===== config.mk =====
export PLATFORM = sky130hd
export DESIGN_NAME = instr_fetch_unit
export DESIGN_NICKNAME = d
export VERILOG_FILES = /design/src/rtl/instr_fetch_unit.sv
export SDC_FILE = /design/constraint.sdc
export NUM_CORES = 2
export LEC_CHECK = 0
export ABC_AREA = 0
export CORE_ASPECT_RATIO = 1.4
export CORE_MARGIN = 2
export CORE_UTILIZATION = 55
export CTS_BUF_LIST = sky130_fd_sc_hd__clkbuf_8
export CTS_CLUSTER_SIZE = 24
export DETAILED_ROUTE_END_ITERATION = 16
export PLACE_DENSITY_LB_ADDON = 0.25
export REMOVE_ABC_BUFFERS = 1
export SYNTH_ARGS = -nofsm -noshare
export SYNTH_HDL_FRONTEND = slang
export SYNTH_SLANG_ARGS = --single-unit
export TNS_END_PERCENT = 10

===== constraint.sdc =====
create_clock -name clk -period 4.7 [get_ports clk]
set_input_delay 1.41 -clock clk [delete_from_list [all_inputs] [get_ports clk]]
set_output_delay 1.41 -clock clk [all_outputs]
set_load 0.005 [all_outputs]

===== src/rtl/instr_fetch_unit.sv =====
// Fetch stage: holds the PC, reads a word-addressed instruction memory and presents
// one registered instruction per cycle with stall, redirect and a program-load port.
module instr_fetch_unit #(
  parameter int unsigned IMEM_DEPTH = 64,
  parameter logic [31:0] RESET_PC   = 32'h0000_0000,
  parameter logic [31:0] NOP_INSTR  = 32'h0000_0013
) (
  input  logic        clk,
  input  logic        rst_n,
  input  logic        stall_i,
  input  logic        redirect_i,
  input  logic [31:0] redirect_pc_i,
  input  logic        prog_we_i,
  input  logic [31:0] prog_addr_i,
  input  logic [31:0] prog_data_i,
  output logic [31:0] instr_o,
  output logic [31:0] pc_o,
  output logic        instr_valid_o,
  output logic        misalign_o
);

  localparam int unsigned AW = $clog2(IMEM_DEPTH);

  logic [31:0]   imem [IMEM_DEPTH];
  logic [31:0]   f_pc;
  logic [AW-1:0] fetch_idx;
  logic [AW-1:0] prog_idx;
  logic          unused_prog_bits;

  assign fetch_idx        = f_pc[AW+1:2];
  assign prog_idx         = prog_addr_i[AW+1:2];
  assign unused_prog_bits = ^{prog_addr_i[31:AW+2], prog_addr_i[1:0]};

  // Memory is not reset; a same-edge write is seen by the fetch only on a later read.
  always_ff @(posedge clk) begin
    if (prog_we_i) begin
      imem[prog_idx] <= prog_data_i;
    end
  end

  always_ff @(posedge clk or negedge rst_n) begin
    if (!rst_n) begin
      f_pc          <= RESET_PC;
      instr_o       <= NOP_INSTR;
      pc_o          <= RESET_PC;
      instr_valid_o <= 1'b0;
      misalign_o    <= 1'b0;
    end else if (redirect_i) begin
      f_pc          <= {redirect_pc_i[31:2], 2'b00};
      instr_o       <= NOP_INSTR;
      instr_valid_o <= 1'b0;
      misalign_o    <= misalign_o | (redirect_pc_i[1:0] != 2'b00);
    end else if (!stall_i) begin
      instr_o       <= imem[fetch_idx];
      pc_o          <= f_pc;
      instr_valid_o <= 1'b1;
      f_pc          <= f_pc + 32'd4;
    end
  end

endmodule

Word level (Yosys, flattened, before mapping)
Memories as Yosys holds them, arrays and structs flattened.
Cells that the tools add are included.
{"block": "totals", "reg_bits": 98, "mem_bits_rw": 2048, "output_inout_bits": 66, "elab_cells": 21, "n_memories": 1}
{"memory": "imem", "depth": 64, "word_bits": 32, "read_ports": 1, "rd_clocked_by_memory_dff": 0, "write_ports": 1, "line_no": "24", "text": "logic [31:0] imem [IMEM_DEPTH];"}
{"block": "classes", "n_addsub": 1, "eq_ne": 1, "muxes": 8, "n_bitwise": 3, "reduce_logical": 2}
{"operator": "$mux 32", "n": 4}
{"operator": "$add 32x3->32 const B", "n": 1}
{"operator": "$mux 1", "n": 4}
{"operator": "$ne 2x1->1 const B", "n": 1}
{"operator": "$not 1->1", "n": 2}
{"operator": "$reduce_and 2->1", "n": 1}
{"operator": "$reduce_bool 2->1", "n": 1}
{"operator": "$or 1x1->1", "n": 1}

Logic depth before layout (Yosys ltp)
{"block": "depth", "ltp_word": 3, "depth_mapped": 11}

Least setup slack after synthesis
No wires, ideal clock.
{"block": "synth_path", "path_kind": "input -> register", "from": "in prog_addr_i[5]", "to": "mem imem[48][0], enable pin", "t_arrival_ns": 4.114, "path_slack_ns": 0.125, "stages": 4, "path_cell_list": "clkbuf_1 > nor2b_1 > nand4b_1 > nor3_1"}
{"element": "start, declared", "line_no": "14", "text": "input logic [31:0] prog_addr_i,"}
{"element": "end, declared", "line_no": "24"}
No word-level cell before the write port.

Final worst setup path
{"block": "layout_path", "from": "reg f_pc[5]", "to": "reg instr_o[25]"}
{"block": "layout_via", "elab_chain_cells": 3}
{"element": "start, declared", "line_no": "25", "text": "logic [31:0] f_pc;"}
{"element": "start signal, assigned", "line_no": "49", "text": "f_pc <= {redirect_pc_i[31:2], 2'b00};"}
{"element": "start signal, assigned", "line_no": "57", "text": "f_pc <= f_pc + 32'd4;"}
{"element": "$mem_v2 64x32"}
{"element": "$mux 32", "line_no": "53", "text": "end else if (!stall_i) begin"}
{"element": "$mux 32", "line_no": "48", "text": "end else if (redirect_i) begin"}
{"element": "end signal, assigned", "line_no": "54", "text": "instr_o <= imem[fetch_idx];"}
{"element": "end, declared", "line_no": "16", "text": "output logic [31:0] instr_o,"}
No other way between the ends. The select of a mux whose other input is x is not followed.
A chain may end at the register's enable or synchronous reset.

==> key figures <==
Clock network
  – Clock transition at the registers of the reported paths: 0.07 ns
  – CTS buffer count: 315
  – Hold Buf Count CTS: 0
  – Clk buf depth: 4
  – Htree depth: 5
  – CTS tree: yes
  – Post-CTS sizing: 0
  – Clk Latency, worst-skew pair: 1.03 ns
  – Post-CTS Setup Bufs: 0
  – CTS Sinks: 2,142
  – CTS Root Cell: clkbuf_8

Global route
  – First-pass GRT wire length: 293,000 um
  – Number of global-route vias before repair: 41,176
  – All-Layer GR Usage: 27.6%
  – M3 GR Usage: 6.32%
  – GR Util met1: 36.0%
  – Grt ovf: 0
  – Met2 GRT Util: 45.2%
  – Largest net degree at the start of global routing: 68
  – GR peak layer: met2
  – Initial antenna violation count: 18

Floorplanning
  – I/O pin count: 167
  – Core ar.: 149,000 um2
  – Initial Util: 55.2%
  – Std-Cell Rows: 168
  – Die X: 331 um
  – Die footprint: 153,000 um2
  – Overall die height: 462 um

Worst setup path
  – R2R depth: 5
  – CP required: 5.65 ns
  – Crit path arrival time: 4.74 ns
  – Setup crit end: instr_o[25]
  – R2R setup slack: 0.92 ns
  – Crit end category: flop
  – Slowest cell delay on critical path: 1.21 ns
  – Buf/Inv on CP: 0
  – Crit path from: f_pc[5]
  – Slowest cell on crit path: o21ai_0
  – Worst path cell trace: nand3b_1 -> o221ai_1 -> a21oi_1 -> o21ai_0 -> a31o_1
  – CP max FO: 34
  – Reg2Reg Launch Point: f_pc[5]
  – WS Path Type: flop to flop
  – Crit path max-delay family: compound AO/OA/AOI/OAI gates
  – R2r endpoint: instr_o[25]
  – CP Depth: 5
  – Worst Setup Start Kind: flop

Drt
  – Total wire length: 208,000 um
  – Post-DR wirelength/cell: 32.9 um
  – Vias/cell: 6.44
  – ANT nets after route: 0
  – Initial DRC Count: 4,813
  – DRC viols: 0
  – Vias: 40,632
  – DRT Pass-1 Iters: 7

Yosys
  – Seq/Total Area, Yosys: 77.5%
  – Syn avg cell area: 22.4 um2
  – Synthesis Warnings: 0
  – Post-synth ARST share: 4.39%
  – Yosys reg bits: 2,142
  – Post-synth EDFFs: 2,048
  – Post-Syn Instances: 3,671
  – Post-Syn Area: 82,400 um2
  – Netlist cell types: 64
  – Post-synth top flop: edfxtp_1

Status
  – Status: finished, violations left
  – Violated checks: capacitance limit, slew limit

STA
  – Count of final hold-check violations: 0
  – Least-Margin Pin Slew: 1.51 ns
  – Final Max Slew Viols: 2
  – Fmax achieved: 0.264 GHz
  – Period utilisation layout: 80.5%
  – Crit path time final: 3.78 ns
  – Final setup vio count: 0
  – RSZ-0062 raised after global routing: no
  – Clk_skew: 0.0586 ns
  – Slew headroom: -1.47%

Final layout
  – Nets: 4,238
  – Synth-to-layout area growth: 13.1%
  – Most common cell after layout, fill and taps aside: edfxtp_1
  – Filler instances: 10,037
  – Layout cells sized above 1: 28.9%
  – Most frequent cells in the layout: edfxtp_1, mux4_2, clkbuf_8
  – Post-route cell area: 93,100 um2

Job
  – MaxCap Viol Count: 1

Power
  – PwrDens: 418 nW/um2
  – LEAKAGE: 29.8 nW
  – VDD IR max: 0.000331 V
  – Total power: 39.0 mW

Placed design
  – Area after DPL: 87,700 um2
  – Post-DP HPWL: 123,000 um
  – Placer Congestion: 0.852
  – Port Buf Inserts: 138

Worst hold path
  – Min-Delay Path Class: input port to async pin
[cell families after synthesis]
kind of cell | share of synthesized area (%)
flops | 77.5
mux | 16.9
simple gates | 1.76
compound gates | 2.13
buf+inv | 1.39
xor+xnor | 0.287
fa+ha+maj | 0.0152
other cells | 0.00455
[synth_stat cells (6+ instances only)]
master     count  area, um2
clkbuf_1      74        278
buf_1         26       97.6
o22ai_1       35        219
buf_4         17        128
a221o_1        7       70.1
mux2i_1      180       1800
buf_6         24        270
mux4_2       521      11700
nand4_1       12       75.1
nor4_1         9       56.3
nor2_1       114        428
nor3_1        15       75.1
a22oi_1       30        225
a21oi_1       20        100
xnor2_1       21        184
o221ai_1      13        114
nand2b_1       8       50.1
o21ai_0       48        240
nand3_1       27        135
o21ai_1       20        100
xor2_1         6       52.6
edfxtp_1    2048      61500
dfrtp_1       91       2280
mux2_2        32        360
a221oi_1      20        175
inv_1          8       30.0
nand2_1       74        278
buf_2         54        270
nor2b_1       12       75.1
a211oi_1      11       82.6
a2111oi_1      6       60.1
a21o_1         7       52.6
a31o_1        13        114
[through the flow]
stage | setup TNS (ns) | util, % | std cells | setup slack [ns] | hold WS [ns]
global route | 0 | 62.4 | 6302 | 1.06 | 0.417
floorplan | -1033.43 | - | 3472 | -17.88 | 0.459
finish | 0 | 62.4 | 6311 | 0.917 | 0.405
CTS | 0 | 62.4 | 6298 | 1.06 | 0.346
global placement | 0 | 58.8 | 5774 | 0.603 | 0.456
detailed placement | 0 | 58.8 | 5774 | 0.575 | 0.488
[routing by layer]
metal | share of wire [%] | up-vias
met4 | 4.3 | 14
met1 | 37 | 21640
li1 | - | 16478
met3 | 9.2 | 413
met5 | 0.11 | -
met2 | 50 | 2087
[worst register-to-register path, stage by stage (launching register included)]
cell and delay, ns:
dfrtp_4 0.95, nand3b_1 0.75, o221ai_1 0.42, a21oi_1 0.11, o21ai_0 1.21, a31o_1 0.27
[worst min-delay path by stage]
stage / end / slack, ns / cells past startpoint
final: instr_o[21] / 0.40 / 1
after global routing: instr_o[22] / 0.42 / 1
after CTS: f_pc[12] / 0.35 / 1
after detailed placement: misalign_o / 0.49 / 1
after global placement: misalign_o / 0.46 / 1
after floorplan: misalign_o / 0.46 / 1
[registers in the layout, indices dropped and copies added (netlist names)]
name / flops
instr_o: 32
misalign_o: 1
pc_o: 30
f_pc: 30
instr_valid_o: 1
imem: 2048
[power by group]
group,switching [mW],internal [mW]
clock network,6.69,6.63
logic,2.41,1.82
registers,0.247,21.2
total,9.35,29.6
[final cells by class]
type                            count  area, um2  area share [%]
Timing Repair Buffer              347       3460            3.71
Tap cell                         1955       2450            2.63
Antenna cell                       13       32.5          0.0349
Clock buffer                      328       4510            4.85
Clock inverter                    196        900           0.966
Sequential cell                  2142      63900            68.6
Multi-Input combinational cell   1322      17900            19.2
Inverter                            8       30.0          0.0322
Power figures use the tool's default switching activity.
